<file path="config.mk">
export PLATFORM = sky130hd
export DESIGN_NAME = tap_ctrl_param
export DESIGN_NICKNAME = d
export VERILOG_FILES = /design/src/rtl/tap_pkg.sv /design/src/rtl/tap_ctrl_param_if.sv /design/src/rtl/tap_fsm.sv /design/src/rtl/tap_ctrl_param.sv
export SDC_FILE = /design/constraint.sdc
export NUM_CORES = 1
export LEC_CHECK = 0
export BUFFER_PORTS_ARGS = -buffer_cell sky130_fd_sc_hd__buf_2
export CORE_MARGIN = 2
export CORE_UTILIZATION = 45
export CTS_CLUSTER_DIAMETER = 150
export DETAILED_ROUTE_END_ITERATION = 10
export GPL_TIMING_DRIVEN = 0
export PLACE_DENSITY = 0.77
export SYNTH_ARGS = -nofsm -noshare
export SYNTH_HDL_FRONTEND = slang
export SYNTH_SLANG_ARGS = --single-unit
</file>
<file path="constraint.sdc">
create_clock -name GCLK_Pad -period 1.7 [get_ports GCLK_Pad]
set_input_delay 0.085 -clock GCLK_Pad [delete_from_list [all_inputs] [get_ports GCLK_Pad]]
set_output_delay 0.085 -clock GCLK_Pad [all_outputs]
set_load 0.01 [all_outputs]
</file>
<file path="src/rtl/tap_pkg.sv">
// Shared TAP definitions: state encodings, data-register select codes and the
// standard TMS transition graph.
package tap_pkg;

  typedef enum logic [3:0] {
    EX2DR = 4'h0,
    EX1DR = 4'h1,
    SHDR  = 4'h2,
    PSDR  = 4'h3,
    SELIR = 4'h4,
    UPDDR = 4'h5,
    CAPDR = 4'h6,
    SELDR = 4'h7,
    EX2IR = 4'h8,
    EX1IR = 4'h9,
    SHIR  = 4'hA,
    PSIR  = 4'hB,
    RTI   = 4'hC,
    UPDIR = 4'hD,
    CAPIR = 4'hE,
    TLR   = 4'hF
  } tap_state_e;

  typedef enum logic [1:0] {
    SEL_BYPASS = 2'd0,
    SEL_IDCODE = 2'd1,
    SEL_USER   = 2'd2
  } dr_sel_e;

  // Wide enough for any IR_W; slice to the instruction width where used.
  localparam logic [31:0] BYPASS     = 32'hFFFF_FFFF;
  localparam logic [1:0]  IR_CAPTURE = 2'b01;

  function automatic tap_state_e tap_next(input tap_state_e s, input logic tms);
    tap_state_e n;
    case (s)
      TLR:     n = tms ? TLR   : RTI;
      RTI:     n = tms ? SELDR : RTI;
      SELDR:   n = tms ? SELIR : CAPDR;
      CAPDR:   n = tms ? EX1DR : SHDR;
      SHDR:    n = tms ? EX1DR : SHDR;
      EX1DR:   n = tms ? UPDDR : PSDR;
      PSDR:    n = tms ? EX2DR : PSDR;
      EX2DR:   n = tms ? UPDDR : SHDR;
      UPDDR:   n = tms ? SELDR : RTI;
      SELIR:   n = tms ? TLR   : CAPIR;
      CAPIR:   n = tms ? EX1IR : SHIR;
      SHIR:    n = tms ? EX1IR : SHIR;
      EX1IR:   n = tms ? UPDIR : PSIR;
      PSIR:    n = tms ? EX2IR : PSIR;
      EX2IR:   n = tms ? UPDIR : SHIR;
      UPDIR:   n = tms ? SELDR : RTI;
      default: n = TLR;
    endcase
    return n;
  endfunction

endpackage

</file>
<file path="src/rtl/tap_ctrl_param_if.sv">
// Bundle between the TAP state machine and the register datapath: TMS in,
// current state plus the action strobes decoded from it out.
interface tap_ctrl_param_if;
  import tap_pkg::*;

  // Each strobe is high for the whole cycle the FSM sits in the matching
  // state; the datapath acts on the rising edge that leaves that state.
  // There is no back-pressure, so no ready/valid pairing is involved.
  logic       tms;
  tap_state_e state;
  logic       test_logic_reset;
  logic       capture_dr;
  logic       shift_dr;
  logic       update_dr;
  logic       capture_ir;
  logic       shift_ir;
  logic       update_ir;

  modport master (
    input  tms,
    output state, test_logic_reset, capture_dr, shift_dr, update_dr,
           capture_ir, shift_ir, update_ir
  );

  modport slave (
    output tms,
    input  state, test_logic_reset, capture_dr, shift_dr, update_dr,
           capture_ir, shift_ir, update_ir
  );

endinterface

</file>
<file path="src/rtl/tap_fsm.sv">
// 16-state TMS-driven TAP state machine; exports the state register and the
// capture/shift/update strobes decoded from it.
module tap_fsm
  import tap_pkg::*;
(
  input  logic             clk,
  input  logic             rst_n,
  tap_ctrl_param_if.master bus
);

  tap_state_e state_q;
  tap_state_e state_d;

  always_comb begin
    state_d = tap_next(state_q, bus.tms);
  end

  always_ff @(posedge clk or negedge rst_n) begin
    if (!rst_n) begin
      state_q <= TLR;
    end else begin
      state_q <= state_d;
    end
  end

  assign bus.state            = state_q;
  assign bus.test_logic_reset = (state_q == TLR);
  assign bus.capture_dr       = (state_q == CAPDR);
  assign bus.shift_dr         = (state_q == SHDR);
  assign bus.update_dr        = (state_q == UPDDR);
  assign bus.capture_ir       = (state_q == CAPIR);
  assign bus.shift_ir         = (state_q == SHIR);
  assign bus.update_ir        = (state_q == UPDIR);

endmodule

</file>
<file path="src/rtl/tap_ctrl_param.sv">
// Parametrised TAP controller: instruction register, bypass, IDCODE and one
// user data register with parallel capture/update, plus the TDO mux.
module tap_ctrl_param
  import tap_pkg::*;
#(
  parameter int              IR_W       = 4,
  parameter int              DR_W       = 8,
  parameter logic [31:0]     IDCODE_VAL = 32'h0000_0001,
  parameter logic [IR_W-1:0] IDCODE_OP  = IR_W'(1),
  parameter logic [IR_W-1:0] USER_OP    = IR_W'(2)
) (
  input  logic            GCLK_Pad,
  input  logic            TRST_N_Pad,
  input  logic            TMS_Pad,
  input  logic            TDI_Pad,
  output logic            TDO_Pad,
  output logic            tdo_en_Pad,
  output logic [3:0]      state_obs_Pad,
  output logic [IR_W-1:0] ir_Pad,
  input  logic [DR_W-1:0] user_dr_in,
  output logic [DR_W-1:0] user_dr_out,
  output logic            user_upd
);

  tap_ctrl_param_if fsm_if ();

  assign fsm_if.tms = TMS_Pad;

  tap_fsm u_fsm (
    .clk   (GCLK_Pad),
    .rst_n (TRST_N_Pad),
    .bus   (fsm_if)
  );

  logic [IR_W-1:0] ir_q, ir_d;
  logic [IR_W-1:0] ir_sr_q, ir_sr_d;
  logic [31:0]     idcode_sr_q, idcode_sr_d;
  logic [DR_W-1:0] user_sr_q, user_sr_d;
  logic            bypass_q, bypass_d;
  logic [DR_W-1:0] user_dr_out_q, user_dr_out_d;
  logic            user_upd_q, user_upd_d;
  logic [DR_W:0]   user_cat;
  dr_sel_e         dr_sel;
  logic            tdo;

  // Any code that is neither IDCODE nor USER, including all-ones, is bypass.
  always_comb begin
    if (ir_q == IDCODE_OP) begin
      dr_sel = SEL_IDCODE;
    end else if (ir_q == USER_OP) begin
      dr_sel = SEL_USER;
    end else begin
      dr_sel = SEL_BYPASS;
    end
  end

  assign user_cat = {TDI_Pad, user_sr_q};

  always_comb begin
    ir_d          = ir_q;
    ir_sr_d       = ir_sr_q;
    idcode_sr_d   = idcode_sr_q;
    user_sr_d     = user_sr_q;
    bypass_d      = bypass_q;
    user_dr_out_d = user_dr_out_q;
    user_upd_d    = 1'b0;

    if (fsm_if.test_logic_reset) begin
      ir_d = IDCODE_OP;
    end
    if (fsm_if.capture_ir) begin
      ir_sr_d = IR_W'(IR_CAPTURE);
    end
    if (fsm_if.shift_ir) begin
      ir_sr_d = {TDI_Pad, ir_sr_q[IR_W-1:1]};
    end
    if (fsm_if.update_ir) begin
      ir_d = ir_sr_q;
    end

    if (fsm_if.capture_dr) begin
      case (dr_sel)
        SEL_IDCODE: idcode_sr_d = IDCODE_VAL;
        SEL_USER:   user_sr_d   = user_dr_in;
        default:    bypass_d    = 1'b0;
      endcase
    end
    if (fsm_if.shift_dr) begin
      case (dr_sel)
        SEL_IDCODE: idcode_sr_d = {TDI_Pad, idcode_sr_q[31:1]};
        SEL_USER:   user_sr_d   = user_cat[DR_W:1];
        default:    bypass_d    = TDI_Pad;
      endcase
    end
    if (fsm_if.update_dr && (dr_sel == SEL_USER)) begin
      user_dr_out_d = user_sr_q;
      user_upd_d    = 1'b1;
    end
  end

  always_ff @(posedge GCLK_Pad or negedge TRST_N_Pad) begin
    if (!TRST_N_Pad) begin
      ir_q          <= IDCODE_OP;
      ir_sr_q       <= '0;
      idcode_sr_q   <= '0;
      user_sr_q     <= '0;
      bypass_q      <= 1'b0;
      user_dr_out_q <= '0;
      user_upd_q    <= 1'b0;
    end else begin
      ir_q          <= ir_d;
      ir_sr_q       <= ir_sr_d;
      idcode_sr_q   <= idcode_sr_d;
      user_sr_q     <= user_sr_d;
      bypass_q      <= bypass_d;
      user_dr_out_q <= user_dr_out_d;
      user_upd_q    <= user_upd_d;
    end
  end

  // TDO is the LSB of whichever register is shifting, so the first captured
  // bit is already visible during the first shift cycle.
  always_comb begin
    tdo = 1'b0;
    if (fsm_if.shift_ir) begin
      tdo = ir_sr_q[0];
    end else if (fsm_if.shift_dr) begin
      case (dr_sel)
        SEL_IDCODE: tdo = idcode_sr_q[0];
        SEL_USER:   tdo = user_sr_q[0];
        default:    tdo = bypass_q;
      endcase
    end
  end

  assign TDO_Pad       = tdo;
  assign tdo_en_Pad    = fsm_if.shift_ir | fsm_if.shift_dr;
  assign state_obs_Pad = fsm_if.state;
  assign ir_Pad        = ir_q;
  assign user_dr_out   = user_dr_out_q;
  assign user_upd      = user_upd_q;

endmodule
</file>
==> key figures <==
Outcome
  – Status: finished with violations
  – Failing checks: negative setup slack

Detailed routing
  – Drt first pass iters: 4
  – Vias: 1895
  – Post-route DRC violation count: 0
  – Vias per inst: 5.206
  – WL final: 5.582 mm
  – Wire length per cell: 15.34 um
  – DRT iter0 DRCs: 77
  – Antenna violation net count after detailed routing: 0

Timing
  – Period utilization: 1.014
  – Setup TNS: -172.7 ps
  – Max Fclk: 0.5800 GHz
  – Slew Viols, Final: 0
  – Setup ws final: -24.26 ps
  – Slew HR: 0.4844
  – RSZ-0062 raised after global routing: yes
  – Final hold vios: 0
  – Slew @ Worst Pin: 773.5 ps
  – Tmin final: 1724 ps
  – Final hold slack: 62.35 ps
  – Final setup vio count: 9
  – Clock Skew: 9.127 ps

Synthesis
  – Yosys warning count: 0
  – Main flop type after synthesis: dfrtp_1
  – Largest area contributor in the netlist: dfrtp_1
  – Top post-synthesis cells by area: dfrtp_1 48%, mux2_4 15%, mux2_2 9.9%
  – Number of flops mapped to enable cells by yosys: 0
  – Cells after Synth: 224
  – Yosys cell types: 32
  – Mapped Nets: 236
  – Post-synth ARST share: 1.000
  – Syn_area_per_cell: 13.19 um2
  – Register area share after synthesis: 0.5273
  – Yosys top cell area share: 0.4828
  – Mapped Area: 0.002954 mm2
  – #FFs+latches synth: 62

Clocking
  – CTS buffer count: 9
  – Worst-path clk slew: 80 ps
  – H-Tree Depth: 3
  – CTS max path bufs: 2
  – TritonCTS clock tree: done
  – Clock sinks: 62
  – Worst-Skew Late Latency: 350 ps
  – Root buf cell: clkbuf_8

Setup path
  – Worst setup EP type: primary output
  – Maximum net fanout on the critical path: 3
  – Crit Path Class: register to primary output
  – Worst EP arrival: 1640 ps
  – Nature of the critical path startpoint: register
  – WP data required: 1620 ps

GRT
  – Vias in the first global route: 1939
  – GRT Residual Overflow: 0
  – First-pass GRT wire length: 9.466 mm
  – Largest net degree at the start of global routing: 63
  – Overall routing resource usage: 0.1659
  – Initial antenna violation count: 0

Pwr
  – Leak: 1.842 nW
  – Power per Cell Area: 1385 mW/mm2
  – VDD IR max: 0.9521 mV

Finish
  – Filler cell count: 470
  – Post-Layout Cell Count: 364
  – Final Core Density: 0.5726
  – Layout cells sized above 1: 0.5087
  – Area of the multi-input gates: 0.001400 mm2
  – Area grow syn2layout: 23.08%
  – Register area: 0.001562 mm2
  – Nets: 294
  – Antenna diode count: 0

Placement
  – I/O Buffers: 30
  – # placed instances: 331
  – Routability cong.: 0.7480
  – Hpwl dp: 3.220 mm

Flow run
  – Max_cap viols: 0

Hold path
  – Hold WC Path Type: input port to register

Floorplanning
  – Core Area: 0.006350 mm2
  – Die area: 0.007228 mm2
  – Die X-Extent: 85.02 um
  – Initial Util: 0.4652
  – Num ports: 31
  – DIE HEIGHT: 85.02 um
  – Rows: 29
## metal layers
layer	global-route usage	vias up	wire length, um
met2	0.2486	40	2585
met5	0	-	0
met1	0.2263	956	2635
met4	0.06782	0	168
met3	0.04961	13	194
li1	-	886	-
## cells by family after synthesis
| logic type | Yosys count | synth area share |
|---|---|---|
| flip-flops | 62 | 0.5273 |
| AND/OR/NAND/NOR | 70 | 0.1461 |
| XOR/XNOR | 1 | 0.002965 |
| multiplexers | 57 | 0.2533 |
| AO/OA/AOI/OAI | 19 | 0.04067 |
| buffers and inverters | 15 | 0.02965 |
## layout by cell type, fill, tap and decap left out, types with 2 or more instances in the layout
cell	count
inv_1	2
dfrtp_1	54
nor2b_1	32
nand2b_1	6
clkbuf_1	3
clkbuf_8	9
mux2i_1	2
o21ai_0	12
dlygate4sd3_1	2
buf_4	17
nand2_1	14
mux2_2	18
nand3_1	3
buf_6	6
dfrtp_2	3
buf_2	30
nor3b_4	3
clkinv_2	2
mux2_4	37
dfstp_2	5
nor2_1	4
clkinvlp_4	3
## synthesized netlist by cell type, types with 2 or more instances
cell type / count
dfstp_2: 5
nand2_1: 14
nor3b_2: 3
nand2b_1: 6
nand3_1: 3
dfrtp_1: 57
nor2_1: 5
nor2b_1: 32
clkbuf_1: 5
mux2_2: 26
buf_2: 4
inv_1: 2
mux2_4: 29
mux2i_1: 2
buf_6: 3
o21ai_0: 12
## worst max-delay path: stages (launching register included)
cell	delay (ps)
dfstp_2	590
nor2_2	80
and3b_1	200
a311oi_2	250
buf_2	170
## power breakdown
group | switching (mW) | leakage [nW] | internal, mW
logic | 0.955 | 0.927 | 0.936
registers | 0.223 | 0.833 | 1.76
clock network | 0.636 | 0.0816 | 0.530
## final timing paths
check / from / endpoint / slack (ps) / cells after the start
max in group asynchronous: TRST_N_Pad / ir_Pad[2] / 770 / 2
min reg2reg: idcode_sr_q[6] / idcode_sr_q[6] / 500 / 1
min: user_dr_in[7] / user_sr_q[7] / 60 / 4
min in group asynchronous: TRST_N_Pad / user_dr_out[4] / 350 / 2
max reg2reg: ir_Pad[2] / user_dr_out[1] / -20 / 5
max: ir_Pad[0] / TDO_Pad / -20 / 4
## layout make-up
cell class                 instances  share of cell area
timing repair buffer              48             0.08052
multi-input combinational        147              0.3851
inverter                           2            0.002065
clock inverter                     7             0.01376
tap                               77             0.02650
sequential                        62              0.4295
buffer                            12             0.02856
clock buffer                       9             0.03407
## per-stage QoR
step / total power [mW] / worst slack, ps / instance area, um2
after global placement: 3.359 / -141.9 / 3201
after detailed placement: 3.396 / -167.4 / 3201
after floorplan: 3.006 / 20.88 / 2954
after CTS: 4.870 / -12.13 / 3538
after global routing: 5.312 / -90.62 / 3636
final: 5.036 / -24.26 / 3636
## sequential cells by signal (all words and copies together) (netlist names)
signal,flops
idcode_sr_q,32
user_dr_out,8
user_sr_q,8
ir_Pad,4
ir_sr_q,4
u_fsm.bus.state,4
bypass_q,1
user_upd,1
## repair_timing
| action | CTS | global route |
|---|---|---|
| endpoints found under the setup margin | 22 | 50 |
| hold buffers | 1 | 1 |
| endpoints found under the hold margin | 1 | 57 |
| buffers inserted | 13 | 3 |
| pin swaps | 5 | 1 |
| gates resized for setup | 16 | 15 |
No activity file was read; power rests on OpenSTA's default activity.
